### src/rtl/median_out_buffer.sv
// median_out_buffer
//   Captures the median filter's burst stream, which has no backpressure,
//   into a first-word-fall-through FIFO. It re-emits the stream on a
//   valid/ready interface and tags each output word with an end-of-burst
//   marker.
//
//   A one-entry pending stage holds each sample until the next cycle. By
//   then it is known whether val_i dropped, so the sample can be written
//   together with its last flag.
//
// Ports
//   clk          clock, rising edge
//   rst_n        synchronous active-low reset
//   dat_i/val_i  filtered sample and its valid strobe (no backpressure)
//   dat_o/val_o  head-of-FIFO sample / FIFO not empty
//   last_o       head sample ends its burst (qualified by val_o)
//   rdy_i        sink ready; a pop happens on val_o && rdy_i
//   lvl_o        number of stored entries (0..DEPTH)
//   ovf_o        sticky overflow flag, cleared only by reset
//   burst_cnt_o  number of popped entries that carried last, wrapping
module median_out_buffer #(
    parameter int WORD_LEN = 8,
    parameter int DEPTH    = 16,
    parameter int CNT_W    = 16
) (
    input  logic                     clk,
    input  logic                     rst_n,
    input  logic [WORD_LEN-1:0]      dat_i,
    input  logic                     val_i,
    output logic [WORD_LEN-1:0]      dat_o,
    output logic                     val_o,
    output logic                     last_o,
    input  logic                     rdy_i,
    output logic [$clog2(DEPTH):0]   lvl_o,
    output logic                     ovf_o,
    output logic [CNT_W-1:0]         burst_cnt_o
);

    localparam int AW = $clog2(DEPTH);
    localparam logic [AW:0] LVL_FULL = (AW+1)'(DEPTH);

    // Each entry is {last, data}.
    logic [WORD_LEN:0]   mem_q [DEPTH];

    logic [WORD_LEN-1:0] pend_dat_q, pend_dat_d;
    logic                pend_vld_q, pend_vld_d;
    logic [AW-1:0]       wr_ptr_q, wr_ptr_d;
    logic [AW-1:0]       rd_ptr_q, rd_ptr_d;
    logic [AW:0]         lvl_q, lvl_d;
    logic                ovf_q, ovf_d;
    logic [CNT_W-1:0]    cnt_q, cnt_d;

    logic [WORD_LEN:0]   head;
    logic                empty;
    logic                full;
    logic                pop;
    logic                push;
    logic                accept;
    logic                push_last;

    always_comb begin
        head      = mem_q[rd_ptr_q];
        empty     = (lvl_q == '0);
        full      = (lvl_q == LVL_FULL);
        pop       = !empty && rdy_i;
        // A held sample is flushed every cycle it is valid. It is the
        // final sample of its burst when no new sample follows it.
        push      = pend_vld_q;
        push_last = !val_i;
        // When the FIFO is full, a simultaneous pop frees the slot
        // being written.
        accept    = push && (!full || pop);
    end

    always_comb begin
        pend_dat_d = pend_dat_q;
        pend_vld_d = val_i;
        wr_ptr_d   = wr_ptr_q;
        rd_ptr_d   = rd_ptr_q;
        lvl_d      = lvl_q;
        ovf_d      = ovf_q;
        cnt_d      = cnt_q;

        if (val_i) begin
            pend_dat_d = dat_i;
        end

        if (accept) begin
            wr_ptr_d = wr_ptr_q + 1'b1;
        end else if (push) begin
            ovf_d = 1'b1;
        end

        if (pop) begin
            rd_ptr_d = rd_ptr_q + 1'b1;
            if (head[WORD_LEN]) begin
                cnt_d = cnt_q + 1'b1;
            end
        end

        case ({accept, pop})
            2'b10:   lvl_d = lvl_q + 1'b1;
            2'b01:   lvl_d = lvl_q - 1'b1;
            default: lvl_d = lvl_q;
        endcase
    end

    // Control state: cleared by reset.
    always_ff @(posedge clk) begin
        if (!rst_n) begin
            pend_vld_q <= 1'b0;
            wr_ptr_q   <= '0;
            rd_ptr_q   <= '0;
            lvl_q      <= '0;
            ovf_q      <= 1'b0;
            cnt_q      <= '0;
        end else begin
            pend_vld_q <= pend_vld_d;
            wr_ptr_q   <= wr_ptr_d;
            rd_ptr_q   <= rd_ptr_d;
            lvl_q      <= lvl_d;
            ovf_q      <= ovf_d;
            cnt_q      <= cnt_d;
        end
    end

    // Data path: no reset. Storage contents only matter where the level
    // marks them as occupied.
    always_ff @(posedge clk) begin
        pend_dat_q <= pend_dat_d;
        if (rst_n && accept) begin
            mem_q[wr_ptr_q] <= {push_last, pend_dat_q};
        end
    end

    // Force the outputs to zero when the FIFO is empty, so they read 0
    // after reset instead of showing stale memory.
    always_comb begin
        val_o       = !empty;
        dat_o       = empty ? '0 : head[WORD_LEN-1:0];
        last_o      = !empty && head[WORD_LEN];
        lvl_o       = lvl_q;
        ovf_o       = ovf_q;
        burst_cnt_o = cnt_q;
    end

endmodule

### config.mk
export PLATFORM = sky130hd
export DESIGN_NAME = median_out_buffer
export DESIGN_NICKNAME = d
export VERILOG_FILES = /design/src/rtl/median_out_buffer.sv
export SDC_FILE = /design/constraint.sdc
export NUM_CORES = 1
export LEC_CHECK = 0
export CORE_MARGIN = 8
export CORE_UTILIZATION = 25
export DETAILED_ROUTE_END_ITERATION = 8
export SLEW_MARGIN = 10
export SYNTH_ARGS = -nofsm -noshare
export SYNTH_HDL_FRONTEND = slang
export SYNTH_SLANG_ARGS = --single-unit
export TNS_END_PERCENT = 100
### constraint.sdc
create_clock -name clk -period 3.4 [get_ports clk]
set_clock_uncertainty 0.05 [all_clocks]
set_input_delay 1.02 -clock clk [delete_from_list [all_inputs] [get_ports clk]]
set_output_delay 1.02 -clock clk [all_outputs]
set_load 0.02 [all_outputs]
==> metrics.yaml, run 1 <==
seq_area_frac_synth_pct: 70.3
antenna_found_initial: 0
h-tree-depth: 4
postLayoutCoreUtil_pct: 31.3
yosysUniqueCellTypes: 43
period_needed_ns: 3.44
final_hold_viol_count: 0
min_from: "ovf_o$_SDFFE_PN0P_"
end_kind: "output port"
synth_seq_cells: 187
die_h_um: 189
drt_wl_total_mm: 16.7
r2r_cells: 11
critPathLaunchType: "flop"
nNetsFinal: 526
post-route-period-util_pct: 101
cts_hold_buf: 0
grt_pass1_wl_mm: 25.7
fill_cells: 2817
critPathArrivalTime_ns: 2.37
rsz0062_at_grt: "true"
min_path_type: "reg2reg"
overflow: 0
ir_drop_v: 0.000319
final_common_cell: "edfxtp_1"
die_w_um: 189
tightest_slew_ns: 0.547
final_area_um2: 9250
start_util_pct: 25.3
worstPathRequired_ns: 2.33
layout_common_cells: "edfxtp_1 (152), mux4_2 (45), nor2_1 (40)"
yosysWarnings: 0
route.detailed.drc: 0
cts_sinks: 187
antennaDiodeCount: 0
dp_cells: 867
numPortBuffers: 43
synth_fp_nets: 443
synth_edf_count: 152
area_delta_synth_final_pct: 23.5
grt_pass1_vias: 4171
avgRoutedWirePerCell_um: 18.5
netlist_area_um2: 7490
instances_no_fill: 907
fin_tns_setup_ns: -0.150
firstDrtPassIters: 6
place_area_um2: 8560
viasPerCell: 4.40
outcome: "finished with violations"
clk_pin_slew_ns: 0.06
path_max_fanout: 6
finalSetupViolations: 6
cts_made_buffers: 17
track_usage_pct: 9.65
clockBufferDepth: 2
cts_root_buffer: "clkbuf_16"
drt_iter0_markers: 217
fmax_mhz: 290
die-area_um2: 35700
synthCells: 421
cts_tree: "done"
drv_slew: 0
criticalPathCategory: "reg2out"
hold_depth: 2
dpl.hpwl_mm: 10.7
powerDensity_nw_per_um2: 701
gp_congestion: 0.752
grt_max_degree: 34
core_um2: 29600
max_slew_margin_pct: 62.5
avgSynthCellArea_um2: 17.8
postSynth.asyncResetShare_pct: 0
violations: "negative setup slack"
rows: 63
ios: 44
worst_slack_ns: -0.0429
antenna_left: 0
layout-drive-gt1-share_pct: 27.3
vias: 3991
reg2reg_from: "lvl_o[0]$_SDFFE_PN0P_"
insertion_delay_ns: 0.43
yosys_most_used_dff: "edfxtp_1"
drv_cap: 0
power.leakage_uw: 0.00297
## cells by family (layout without fill, tap and decap cells)
| kind of cell | Yosys count | in the layout | share of synthesized area (%) |
|---|---|---|---|
| flops | 187 | 187 | 70.3 |
| simple gates | 105 | 105 | 7.00 |
| mux | 48 | 48 | 14.4 |
| buf+inv | 27 | 123 | 2.06 |
| compound gates | 26 | 26 | 2.29 |
| xor+xnor | 18 | 18 | 2.11 |
| fa+ha+maj | 10 | 10 | 1.77 |
## worst max-delay path: stages, from the launching register on
cell and delay (ns):
dfxtp_4 0.42, buf_12 0.14, buf_12 0.11, mux4_2 0.50, mux4_2 0.48, and2_4 0.17
buf_6 0.12
## area by class of cell
class / instances / area (um^2) / share of cell area [%]
multi-input combinational: 207 / 2050 / 22.1
clock buffer: 18 / 429 / 4.64
clock inverter: 14 / 164 / 1.77
inverter: 9 / 33.8 / 0.365
sequential: 187 / 5270 / 57.0
timing repair buffer: 82 / 816 / 8.82
tap: 390 / 488 / 5.28
## synthesized netlist by cell type (3+ instances only)
master    count  share of area, %
a21oi_1       8              0.53
and2_1       10              0.84
buf_2         4              0.27
buf_6         3              0.45
clkbuf_1      7              0.35
dfxtp_1      35               9.4
edfxtp_1    152                61
ha_1          9               1.5
inv_1         9              0.45
mux2i_1       3              0.40
mux4_1       10               3.5
mux4_2       35                11
nand2_1      13              0.65
nand2b_1      3              0.25
nand3_1      10              0.67
nand4_1       7              0.58
nor2_1       40               2.0
nor3_1        4              0.27
o21a_1        3              0.30
o21ai_0       4              0.27
o21ai_2       3              0.35
or3_1         5              0.42
xnor2_1       5              0.58
xor2_1       13               1.5
## metrics by stage
step / worst slack [ns] / total power, uW / hold WS, ns
CTS: -0.143 / 6590 / 0.435
floorplan: 0.383 / 3750 / 0.418
detailed placement: -0.0728 / 4370 / 0.412
global placement: -0.0437 / 4330 / 0.419
finish: -0.0429 / 6490 / 0.434
global route: -0.128 / 6780 / 0.468
## registers in the layout, summed over array words and instances (netlist names), named ones only
register / cells
mem_q: 144
pend_vld_q: 1
pend_dat_q: 8
rd_ptr_q: 4
lvl_o: 5
burst_cnt_o: 16
ovf_o: 1
wr_ptr_q: 4
## report_power, final
part           switching [uW]  internal (uW)
Sequential                113           2560
Combinational             847            977
Clock                     885           1100
## worst paths after layout
path / endpoint / slack (ns)
setup reg to reg: lvl_o[4]$_SDFFE_PN0P_ / 0.46
hold reg to reg: ovf_o$_SDFFE_PN0P_ / 0.43
hold / removal: ovf_o$_SDFFE_PN0P_ / 0.43
setup / recovery: dat_o[2] / -0.04
## layer usage
layer	global-route usage, %	up-vias	share of wire [%]
met2	16.4	82	51
met1	11.7	2094	43
met5	0	-	0
li1	-	1800	-
met4	3.97	0	1.4
met3	2.24	15	4.4
## timing repair
item,in CTS,in global routing
gates cloned,2,0
endpoints found under the setup margin,10,8
gates resized for setup,71,3
setup buffers,7,2
Note: power is estimated with default switching activity, not from simulation.
==> run 2, diff against run 1 <==
--- a/config.mk
+++ b/config.mk
@@ -6,8 +6,9 @@
 export NUM_CORES = 1
 export LEC_CHECK = 0
 export CORE_MARGIN = 8
-export CORE_UTILIZATION = 25
+export CORE_UTILIZATION = 50
 export DETAILED_ROUTE_END_ITERATION = 8
+export PLACE_DENSITY = 0.69
 export SLEW_MARGIN = 10
 export SYNTH_ARGS = -nofsm -noshare
 export SYNTH_HDL_FRONTEND = slang
==> run 2 against run 1 <==
Against the previous run:
- sequential cell count is the same
- die area fell by 46%
- largest cell class unchanged
- utilization increased by 30 points
- via count decreased by 1.4%
- cell count decreased by 23%
- critical path type unchanged
- the flow still finishes with violations (negative setup slack)
- combinational power hardly changed
- clock power down 15%
- non-clock buffer count down 3
- first-iteration DRC count up 77%
- register-to-register slack got worse by 0.05 ns
==> metrics.yaml, run 2 (synthesis results as in run 1) <==
outcome: "finished with violations"
violations: "negative setup slack"
power.leakage_uw: 0.00292
p_sw_share_pct: 28.1
fill_cells: 1043
seqCellArea_um2: 5270
drt_iter0_markers: 384
rows: 44
critPathArrivalTime_ns: 2.39
die-area_um2: 19100
tightest_slew_ns: 0.556
cts_hold_buf: 0
largest_reg_flops: 144
nNetsFinal: 523
core_um2: 14600
clockBufferDepth: 2
slowest_stage: "mux4_2"
ir_drop_v: 0.000386
max_slew_margin_pct: 61.9
drv_cap: 0
combPwrFrac_pct: 29.0
h-tree-depth: 4
internal_power_uw: 4440
rsz0062_at_grt: "true"
die_w_um: 138
avgRoutedWirePerCell_um: 21.3
min_path_type: "reg2reg"
insertion_delay_ns: 0.42
die_h_um: 138
crit_family: "multiplexers"
pre_cts_ws_ns: -0.0172
path_buf_inv: 3
cts_sinks: 187
reg2reg_from: "lvl_o[0]$_SDFFE_PN0P_"
start_util_pct: 51.3
clock_power_share_pct: 27.6
period_needed_ns: 3.46
dp_cells: 662
finalSetupViolations: 2
criticalPathCategory: "reg2out"
fin_tns_setup_ns: -0.0795
multi_input_area_um2: 2060
route.detailed.drc: 0
share_seq_of_total_power_pct: 43.4
worst_slack_ns: -0.0562
r2r_cells: 11
crit_end: "dat_o[4]"
power.total_uw: 6170
post-route-period-util_pct: 102
cp_cell_sequence: "buf_12 > buf_12 > mux4_2 > mux4_2 > and2_4 > buf_6"
fmax_mhz: 289
reg2reg_slack_ns: 0.41
overflow: 0
grt_max_degree: 34
powerDensity_nw_per_um2: 694
firstDrtPassIters: 4
cts_tree: "done"
critPathLaunchType: "flop"
layout_common_cells: "edfxtp_1 (152), mux4_2 (43), nor2_1 (40)"
antenna_left: 0
dpl.hpwl_mm: 9.42
vias: 3935
cp.depth: 6
track_usage_pct: 16.3
grt_pass1_vias: 4137
top_register: "mem_q"
drt_wl_total_mm: 14.9
postLayoutCoreUtil_pct: 61.0
cpPeakStageDelay_ns: 0.50
final_hold_viol_count: 0
antennaDiodeCount: 0
layout-drive-gt1-share_pct: 25.9
numPortBuffers: 43
drv_slew: 0
instances_no_fill: 698
path_max_fanout: 5
end_kind: "output port"
grt_pass1_wl_mm: 23.6
cts_made_buffers: 17
antenna_found_initial: 0
area_delta_synth_final_pct: 18.8
worstPathRequired_ns: 2.33
power.switching_uw: 1730
cts_root_buffer: "clkbuf_16"
viasPerCell: 5.64
ios: 44
gp_congestion: 0.782
clk_pin_slew_ns: 0.06
rr_endpoint: "lvl_o[4]$_SDFFE_PN0P_"
final_common_cell: "edfxtp_1"
## run 2: power groups by stage
stage | registers (uW) | logic [uW] | clock network, uW
6_report | 2680 | 1790 | 1700
5_1_grt | 2690 | 1930 | 1830
3_5_place_dp | 2710 | 1620 | 0
4_1_cts | 2680 | 1860 | 1740
3_3_place_gp | 2710 | 1590 | 0
2_1_floorplan | 2720 | 1040 | 0
## run 2: area by class of cell
class | count | area share, %
Clock buffer | 18 | 4.82
Tap cell | 184 | 2.59
Multi-Input combinational cell | 207 | 23.1
Inverter | 9 | 0.380
Timing Repair Buffer | 79 | 8.90
Clock inverter | 14 | 0.900
Sequential cell | 187 | 59.3
## run 2: worst min path at each step
stage	start	end	slack, ns	cells after the start
2_1_floorplan	rd_ptr_q[1]$_SDFFE_PN0N_	flop	0.42	2
3_3_place_gp	ovf_o$_SDFFE_PN0P_	ovf_o$_SDFFE_PN0P_	0.41	2
3_5_place_dp	ovf_o$_SDFFE_PN0P_	ovf_o$_SDFFE_PN0P_	0.42	2
4_1_cts	ovf_o$_SDFFE_PN0P_	ovf_o$_SDFFE_PN0P_	0.44	2
5_1_grt	ovf_o$_SDFFE_PN0P_	ovf_o$_SDFFE_PN0P_	0.47	2
6_report	ovf_o$_SDFFE_PN0P_	ovf_o$_SDFFE_PN0P_	0.43	2
## run 2: layer usage
layer | vias up | track usage, % | share of wire (%)
met1 | 2008 | 21.3 | 42
met3 | 13 | 4.18 | 7.3
met5 | - | 0 | 0
li1 | 1800 | - | -
met4 | 0 | 6.01 | 1.3
met2 | 114 | 25.8 | 49
## run 2: worst reg2reg max path: stages, from the launching register on
cell and delay, ns:
dfxtp_1 0.35, or4_1 0.57, buf_4 0.18, o21a_1 0.18, nand2b_1 0.11, inv_1 0.08
ha_1 0.32, nor2b_1 0.14, o21ai_0 0.23, nor4b_1 0.42, o21a_1 0.19, nor3_1 0.04
## run 2: repair_timing
action | in CTS | in global routing
resized for setup | 73 | 1
setup buffers | 3 | 1
cloned | 2 | 0
endpoints found under the setup margin | 10 | 8
## run 2: per-stage QoR
stage,instance area [um^2],hold WS [ns]
after floorplan,7490,0.418
after global placement,8310,0.405
after detailed placement,8310,0.418
after CTS,8930,0.436
after global routing,8890,0.468
final,8890,0.430
